===== config.mk =====
export PLATFORM = sky130hd
export DESIGN_NAME = tile_palette_arbiter
export DESIGN_NICKNAME = d
export VERILOG_FILES = /design/src/rtl/tile_palette_arbiter.sv
export SDC_FILE = /design/constraint.sdc
export NUM_CORES = 1
export LEC_CHECK = 0
export CAP_MARGIN = 20
export CORE_MARGIN = 4
export CORE_UTILIZATION = 30
export DETAILED_ROUTE_END_ITERATION = 8
export PLACE_DENSITY = 0.68
export SYNTH_ARGS = -nofsm -noshare
export SYNTH_HDL_FRONTEND = slang
export SYNTH_SLANG_ARGS = --single-unit

===== constraint.sdc =====
create_clock -name clk_i -period 3.9 [get_ports clk_i]
set_clock_uncertainty 0.05 [all_clocks]
set_input_delay 1.17 -clock clk_i [delete_from_list [all_inputs] [get_ports clk_i]]
set_output_delay 1.17 -clock clk_i [all_outputs]
set_load 0.03 [all_outputs]

===== src/rtl/tile_palette_arbiter.sv =====
`default_nettype none
// ============================================================================
// Module   : tile_palette_arbiter
// Purpose  : Round-robin arbiter that shares one combinational 16-entry tile
//            palette between N_REQ pixel requesters. At most one requester is
//            granted per cycle. The palette colour for the winner's index is
//            registered and returned to that requester one cycle later, with
//            a transparency flag for index 0.
// Ports    :
//   clk_i             system clock, rising edge
//   reset_i           synchronous active-high reset
//   lookup_en_i       global enable; low blocks all grants
//   req_valid_i       per-requester pending lookup
//   req_index_i       per-requester 4-bit palette index, requester i at [4i+3:4i]
//   req_ready_o       one-hot grant (combinational)
//   pal_index_o       index driven to the shared palette (0 when no grant)
//   pal_red/green/blue_i  palette colour for pal_index_o (same cycle)
//   rsp_valid_o       one-hot registered response marker
//   rsp_red/green/blue_o  registered colour of the last granted lookup
//   rsp_transparent_o registered; set when the granted index was 0
// Revision : 1.0 - initial release
// ============================================================================
module tile_palette_arbiter #(
  parameter int N_REQ = 4,
  parameter int PTR_W = 2
) (
  input  logic               clk_i,
  input  logic               reset_i,
  input  logic               lookup_en_i,
  input  logic [N_REQ-1:0]   req_valid_i,
  input  logic [4*N_REQ-1:0] req_index_i,
  output logic [N_REQ-1:0]   req_ready_o,
  output logic [3:0]         pal_index_o,
  input  logic [3:0]         pal_red_i,
  input  logic [3:0]         pal_green_i,
  input  logic [3:0]         pal_blue_i,
  output logic [N_REQ-1:0]   rsp_valid_o,
  output logic [3:0]         rsp_red_o,
  output logic [3:0]         rsp_green_o,
  output logic [3:0]         rsp_blue_o,
  output logic               rsp_transparent_o
);

  // N_REQ widened by one bit so wrap arithmetic never overflows.
  localparam logic [PTR_W:0] NREQ_EXT = (PTR_W+1)'(N_REQ);

  logic [PTR_W-1:0] ptr_q, ptr_d;
  logic [N_REQ-1:0] rsp_valid_q, rsp_valid_d;
  logic [11:0]      rsp_rgb_q, rsp_rgb_d;
  logic             rsp_transp_q, rsp_transp_d;

  logic             grant_valid;
  logic [PTR_W-1:0] win;
  logic [PTR_W:0]   cand;
  logic [PTR_W:0]   win_inc;

  // Scan from ptr upward, wrapping at N_REQ; first valid requester wins.
  always_comb begin
    grant_valid = 1'b0;
    win         = '0;
    cand        = '0;
    req_ready_o = '0;
    for (int k = 0; k < N_REQ; k++) begin
      cand = {1'b0, ptr_q} + (PTR_W+1)'(k);
      if (cand >= NREQ_EXT) begin
        cand = cand - NREQ_EXT;
      end
      if (lookup_en_i && !grant_valid && req_valid_i[cand[PTR_W-1:0]]) begin
        grant_valid = 1'b1;
        win         = cand[PTR_W-1:0];
      end
    end
    if (grant_valid) begin
      req_ready_o[win] = 1'b1;
    end
  end

  assign pal_index_o = grant_valid ? req_index_i[{win, 2'b00} +: 4] : 4'd0;

  // Next-state: the pointer moves past the winner; colour/transparency only
  // update on a grant, while rsp_valid pulses for exactly one cycle.
  always_comb begin
    ptr_d        = ptr_q;
    rsp_valid_d  = '0;
    rsp_rgb_d    = rsp_rgb_q;
    rsp_transp_d = rsp_transp_q;
    win_inc      = {1'b0, win} + 1'b1;
    if (grant_valid) begin
      ptr_d        = (win_inc == NREQ_EXT) ? '0 : win_inc[PTR_W-1:0];
      rsp_valid_d  = req_ready_o;
      rsp_rgb_d    = {pal_red_i, pal_green_i, pal_blue_i};
      rsp_transp_d = (pal_index_o == 4'd0);
    end
  end

  // Reset discards any grant presented in the same cycle.
  always_ff @(posedge clk_i) begin
    if (reset_i) begin
      ptr_q        <= '0;
      rsp_valid_q  <= '0;
      rsp_rgb_q    <= '0;
      rsp_transp_q <= 1'b0;
    end else begin
      ptr_q        <= ptr_d;
      rsp_valid_q  <= rsp_valid_d;
      rsp_rgb_q    <= rsp_rgb_d;
      rsp_transp_q <= rsp_transp_d;
    end
  end

  assign rsp_valid_o       = rsp_valid_q;
  assign rsp_red_o         = rsp_rgb_q[11:8];
  assign rsp_green_o       = rsp_rgb_q[7:4];
  assign rsp_blue_o        = rsp_rgb_q[3:0];
  assign rsp_transparent_o = rsp_transp_q;

endmodule
`default_nettype wire


=== Word-level counts from Yosys, hierarchy flattened ===
Cells that the tools add are included.

* Add/sub/neg operators: 8
* Order comparisons: 10
* Equal/unequal tests: 1
* Shift operators: 1
* Mux-type cells: 25
* Bitwise operators: 1
* Reductions and logical operators: 13

{| class="wikitable"
|+ Operators with widths
! operator !! count
|-
| 2-to-1 mux 2 bit || 9
|-
| indexed part select 16 x 5 -> 4 bit || 1
|-
| < comparator 2 x 3 -> 1 bit (second input constant) || 5
|-
| >= comparator 3 bit (second input constant) || 3
|-
| 2-to-1 mux 1 bit || 9
|-
| binary-select mux 1 bit (select 2 bit) || 4
|-
| logical AND 1 bit || 8
|-
| 2-to-1 mux 4 bit || 2
|-
| subtractor 2 x 1 -> 2 bit (second input constant) || 4
|-
| adder 2 x 1 -> 3 bit (second input constant) || 2
|-
| adder 2 x 2 -> 3 bit (second input constant) || 2
|-
| zero test 4 bit || 1
|-
| == test 3 bit (second input constant) || 1
|-
| >= comparator 2 x 3 -> 1 bit (second input constant) || 1
|-
| zero test 1 bit || 3
|-
| demux 1 bit (select 2 bit) || 1
|-
| >= comparator 2 x 1 -> 1 bit (second input constant) || 1
|-
| OR reduction 2 bit || 1
|-
| inverter 1 bit || 1
|}

* Register bits: 19
* Input port bits: 35
* Output and inout port bits: 25
* Logic and storage cells: 63

=== Depth between registers and ports, before layout ===
* Depth after elaboration: 23
* Mapped depth: 7
* Mapped depth without buffers: 7

=== Least setup slack after synthesis ===
OpenSTA, ideal clock, no wires.

* Path type: input port to output port
* From: input port req_valid_i[0]
* To: output port pal_index_o[0]
* Data arrival time: 2.791 ns
* Required time: 2.680 ns
* Slack: -0.111 ns
* Stages: 5
* Buffers on the path: 0
* Path through: nor2_1 > nand2_1 > a311oi_4 > mux4_1 > and2_1

* Longest elaborated chain between the ends: 18
* Elaborated cells between the ends (all ways): 28
* Classes of those cells: 1 x shift; 17 x mux; 10 x reduce/logical

{| class="wikitable"
|+ Ends and longest elaborated chain
! element !! RTL line !! text
|-
| start, declared || 30 || <nowiki>input logic [N_REQ-1:0] req_valid_i,</nowiki>
|-
| binary-select mux 1 bit (select 2 bit) || 68 || <nowiki>if (lookup_en_i && !grant_valid && req_valid_i[cand[PTR_W-1:0]]) begin</nowiki>
|-
| 2-to-1 mux 1 bit (not written as such) || 68 ||
|-
| logical AND 1 bit || 68 ||
|-
| 2-to-1 mux 1 bit || 68 ||
|-
| zero test 1 bit || 68 ||
|-
| logical AND 1 bit (2 in a row) || 68 ||
|-
| 2-to-1 mux 1 bit || 68 ||
|-
| zero test 1 bit || 68 ||
|-
| logical AND 1 bit (2 in a row) || 68 ||
|-
| 2-to-1 mux 1 bit || 68 ||
|-
| zero test 1 bit || 68 ||
|-
| logical AND 1 bit (2 in a row) || 68 ||
|-
| 2-to-1 mux 2 bit || 68 ||
|-
| indexed part select 16 x 5 -> 4 bit || 78 || <nowiki>assign pal_index_o = grant_valid ? req_index_i[{win, 2'b00} +: 4] : 4'd0;</nowiki>
|-
| 2-to-1 mux 4 bit * || 78 ||
|-
| end, declared || 33 || <nowiki>output logic [3:0] pal_index_o,</nowiki>
|}

Mark *: on every way between the ends. The rest lies on a longest branch, timed or not. The select of a mux whose other input is x is not followed.

=== Final worst setup path ===
* From: input port req_valid_i[1]
* To: output port pal_index_o[0]

The elaborated chain is that of the path after synthesis.

==> flow_metrics.py <==
metrics = {
    "outcome": {
        "status": "finished, violations left",
        "violations_in_the_final_reports": "setup timing",
    },
    "grt": {
        "vias_in_the_first_global_route": 1060,
        "grt_remaining_overflow": 0,
        "track_usage": 0.129,
        "wire_length_of_the_first_global_routing_pass_um": 4580,
        "grt_max_degree": 21,
        "antenna_found_initial": 0,
    },
    "yosys": {
        "synth_area_um2": 1070,
        "ys_ff_latch": 19,
        "netlist-cell-type-count": 30,
        "synth_warnings": 0,
        "proportion_of_synthesized_chip_area_in_sequential_cells": 0.357,
        "synth_fp_nets": 156,
        "syn_inst": 117,
        "syn_avg_cell_area_um2": 9.11,
    },
    "pwr": {
        "clock_power_share": 0.192,
        "power_switching_share": 0.302,
        "total_leakage_power_nw": 0.781,
        "power_density_nw_per_um2": 261,
        "internal-power_w": 0.000354,
        "netSwitchingPower_w": 0.000153,
        "total_power_w": 0.000508,
        "power.sequential.fraction": 0.417,
        "vdd_drop_max_v": 0.000169,
        "power.share.combinational": 0.391,
    },
    "finish": {
        "final_net_count": 237,
        "drive_gt1_frac": 0.320,
        "antenna_cells_inserted": 0,
        "synthToLayoutAreaGrowth_pct": 82.5,
        "non_filler_instances": 243,
    },
    "worst_hold_path": {
        "hold_class": "reg -> reg",
    },
    "sta": {
        "clock.fmax_ghz": 0.245,
        "fin_crit_ns": 4.08,
        "report.final.setup_viol": 6,
        "grt_setup_unrepaired": "yes",
        "hold_violations": 0,
        "timing.setup.tns_ns": -0.540,
        "layout_worst_path_cycle_share": 1.05,
        "worst_slew_slack_as_a_fraction_of_its_limit": 0.514,
        "finalMaxSlewViolations": 0,
        "worst_pin_slew_ns": 0.726,
        "fin_hold_ws_ns": 0.407,
        "worst_setup_slack_after_layout_ns": -0.183,
    },
    "worst_setup_path": {
        "r2r_start": "ptr_q[1]",
        "r2r_setup_slack_ns": 1.48,
        "cp.required_ns": 2.68,
        "library_cell_contributing_the_largest_single_delay_on_the_critical_path": "sky130_fd_sc_hd__mux4_2",
        "timing.critical_path.to_type": "output port",
        "setup.worst_path.start": "req_valid_i[1]",
        "start_kind": "primary input",
        "critical_path_class": "in -> out",
        "critical_path.cell_chain": "buf_6, buf_6, nand4bb_1, a21oi_2, a311oi_4, buf_6, buf_6, mux4_2, and2_4, buf_6",
        "rr_endpoint": "rsp_transparent_o",
        "setup.worst_path.end": "pal_index_o[0]",
        "critical_path.max_fanout": 5,
        "critical_path.most_common_cell": "sky130_fd_sc_hd__buf_6",
        "cp_slowest_stage_delay_ns": 0.48,
        "ff2ff_path_depth": 10,
        "crit_arrival_ns": 2.86,
    },
    "drt": {
        "post_drt_via_cell_ratio": 4.62,
        "num_vias": 1123,
        "dr.first_iter.drc_count": 34,
        "route.detailed.wl_per_inst_um": 12.5,
        "finalWirelength_um": 3040,
        "count_of_nets_left_with_antenna_violations_after_detail_routing": 0,
        "drcViolationCount": 0,
        "drt_pass1_iterations": 4,
    },
    "place": {
        "placedCellCount": 231,
        "gpl.final_weighted_congestion": 0.707,
        "port-buffer-count": 59,
        "dpl.hpwl_um": 2400,
        "pre_cts_ws_ns": -1.13,
    },
    "clock_network": {
        "cts_htree_levels": 1,
        "clock_latency_ns": 0.30,
        "maximum_clock_insertion_buffer_count": 2,
        "clock_tree.root_cell": "sky130_fd_sc_hd__clkbuf_4",
        "tritoncts_num_sinks": 19,
        "cts-buffers-inserted": 3,
        "worst_setup_hold_path_clk_slew_ns": 0.09,
        "tritoncts": "done",
    },
    "floorplanning": {
        "die-width_um": 67.6,
        "initial_utilization": 0.315,
        "floorplan.die_area_um2": 4570,
        "placementRows": 21,
        "top_level_ports": 60,
        "die-height_um": 67.6,
        "core_area_um2": 3390,
    },
    "flow_run": {
        "timing.max_cap.violations": 0,
    },
}
timing repair:
item | 4_1_cts | 5_1_grt
setup buffers | 1 | 7
pin swaps | 8 | 4
hold buffers | 0 | 0
gates resized for setup | 52 | 13
setup endpoints to repair | 8 | 7
per-stage QoR:
stage	area, um^2	util
2_1_floorplan	1070	-
3_3_place_gp	1780	0.526
3_5_place_dp	1780	0.526
4_1_cts	1850	0.546
5_1_grt	1950	0.574
6_report	1950	0.574
worst min path at each step:
| stage | startpoint | to | depth (start not counted) |
|---|---|---|---|
| 3_3_place_gp | rsp_rgb_q[8] | rsp_rgb_q[8] | 2 |
| 2_1_floorplan | ptr_q[1] | ptr_q[1] | 2 |
| 4_1_cts | rsp_rgb_q[0] | rsp_rgb_q[0] | 2 |
| 6_report | rsp_rgb_q[5] | rsp_rgb_q[5] | 2 |
| 5_1_grt | rsp_rgb_q[9] | rsp_rgb_q[9] | 2 |
| 3_5_place_dp | rsp_rgb_q[0] | rsp_rgb_q[0] | 2 |
critical path, delay by kind of cell:
family	cells	cell delay, ns
AND/OR/NAND/NOR	2	0.25
multiplexers	1	0.48
AO/OA/AOI/OAI	2	0.35
buffers and inverters	5	0.60
flip-flops by register name, summed over array words and instances, names as in the netlist:
name	flops
rsp_transparent_o	1
rsp_valid_o	4
ptr_q	2
rsp_rgb_q	12
kinds of logic (layout without fill, tap and decap cells):
kind of cell | after synthesis | in the layout | synth area share
adders and majority gates | 4 | 4 | 0.0470
buffers and inverters | 9 | 89 | 0.0423
AOI/OAI and AO/OA | 23 | 23 | 0.158
and+or+nand+nor | 55 | 55 | 0.273
muxes | 7 | 7 | 0.122
DFF | 19 | 19 | 0.357
layout make-up:
| class | count | area, um^2 |
|---|---|---|
| clock buffer | 4 | 26.3 |
| fill | 296 | 1440 |
| inverter | 4 | 15.0 |
| multi-input combinational | 89 | 694 |
| sequential | 19 | 380 |
| tap | 46 | 57.6 |
| timing repair buffer | 81 | 772 |
power groups by stage:
stage	Sequential, W	Combinational, W	Clock, W
finish	0.000212	0.000198	0.0000972
global route	0.000213	0.000211	0.000109
CTS	0.000212	0.000186	0.000101
detailed placement	0.000216	0.000178	0
global placement	0.000215	0.000176	0
floorplan	0.000232	0.0000733	0
per-layer routing:
layer	part of all wire	global-route usage	wire, um	up-vias
met4	0.0033	0.0228	10	0
li1	-	-	-	557
met2	0.52	0.232	1570	42
met5	0	0	0	-
met3	0.065	0.0366	199	2
met1	0.41	0.152	1260	522
placed cells by master (no fill, tap or decap):
master | netlist | final
sky130_fd_sc_hd__a211oi_1 | 1 | 1
sky130_fd_sc_hd__a21o_1 | 1 | 1
sky130_fd_sc_hd__a21oi_1 | 15 | 15
sky130_fd_sc_hd__a21oi_2 | 1 | 1
sky130_fd_sc_hd__a22oi_1 | 1 | 1
sky130_fd_sc_hd__a311oi_4 | 1 | 1
sky130_fd_sc_hd__and2_4 | 0 | 8
sky130_fd_sc_hd__buf_2 | 0 | 2
sky130_fd_sc_hd__buf_4 | 1 | 18
sky130_fd_sc_hd__buf_6 | 1 | 14
sky130_fd_sc_hd__clkbuf_1 | 3 | 1
sky130_fd_sc_hd__clkbuf_4 | 0 | 3
sky130_fd_sc_hd__clkdlybuf4s50_1 | 0 | 46
sky130_fd_sc_hd__dfxtp_1 | 19 | 19
sky130_fd_sc_hd__dlygate4sd2_1 | 0 | 1
sky130_fd_sc_hd__ha_1 | 4 | 2
sky130_fd_sc_hd__ha_2 | 0 | 2
sky130_fd_sc_hd__inv_1 | 4 | 3
sky130_fd_sc_hd__inv_2 | 0 | 1
sky130_fd_sc_hd__mux2_1 | 1 | 1
sky130_fd_sc_hd__mux2_2 | 1 | 1
sky130_fd_sc_hd__mux2i_1 | 1 | 1
sky130_fd_sc_hd__mux4_2 | 2 | 4
sky130_fd_sc_hd__nand2_1 | 28 | 27
sky130_fd_sc_hd__nand2_4 | 0 | 1
sky130_fd_sc_hd__nand2b_1 | 1 | 1
sky130_fd_sc_hd__nand3b_1 | 1 | 1
sky130_fd_sc_hd__nand4bb_1 | 1 | 1
sky130_fd_sc_hd__nand4bb_4 | 1 | 1
sky130_fd_sc_hd__nor2_1 | 8 | 7
sky130_fd_sc_hd__nor2_4 | 0 | 1
sky130_fd_sc_hd__nor2b_1 | 5 | 4
sky130_fd_sc_hd__nor2b_4 | 0 | 1
sky130_fd_sc_hd__nor3_4 | 1 | 1
sky130_fd_sc_hd__o21ai_0 | 1 | 1
sky130_fd_sc_hd__o221ai_4 | 0 | 1
sky130_fd_sc_hd__o41ai_2 | 1 | 1
sky130_fd_sc_hd__or2_4 | 0 | 1
Yosys cell counts:
master / instances / area share
sky130_fd_sc_hd__a311oi_4: 1 / 0.025
sky130_fd_sc_hd__mux2_2: 1 / 0.011
sky130_fd_sc_hd__ha_1: 4 / 0.047
sky130_fd_sc_hd__a211oi_1: 1 / 0.0070
sky130_fd_sc_hd__and2_1: 8 / 0.047
sky130_fd_sc_hd__nand4bb_1: 1 / 0.011
sky130_fd_sc_hd__inv_1: 4 / 0.014
sky130_fd_sc_hd__buf_4: 1 / 0.0070
sky130_fd_sc_hd__nand2b_1: 1 / 0.0059
sky130_fd_sc_hd__o221ai_2: 1 / 0.014
sky130_fd_sc_hd__a21o_1: 1 / 0.0070
sky130_fd_sc_hd__mux4_1: 2 / 0.049
sky130_fd_sc_hd__a21oi_1: 15 / 0.070
sky130_fd_sc_hd__dfxtp_1: 19 / 0.36
sky130_fd_sc_hd__mux2_1: 1 / 0.011
sky130_fd_sc_hd__clkbuf_1: 3 / 0.011
sky130_fd_sc_hd__nor2_1: 8 / 0.028
sky130_fd_sc_hd__or2_1: 1 / 0.0059
sky130_fd_sc_hd__a22oi_1: 1 / 0.0070
sky130_fd_sc_hd__nand3b_1: 1 / 0.0070
sky130_fd_sc_hd__nand2_1: 28 / 0.099
sky130_fd_sc_hd__buf_6: 1 / 0.011
sky130_fd_sc_hd__nor2b_1: 5 / 0.029
sky130_fd_sc_hd__mux4_2: 2 / 0.042
sky130_fd_sc_hd__o41ai_2: 1 / 0.015
sky130_fd_sc_hd__nor3_4: 1 / 0.015
sky130_fd_sc_hd__a21oi_2: 1 / 0.0082
sky130_fd_sc_hd__mux2i_1: 1 / 0.0094
sky130_fd_sc_hd__o21ai_0: 1 / 0.0047
sky130_fd_sc_hd__nand4bb_4: 1 / 0.026
No activity file was read; power rests on OpenSTA's default activity.
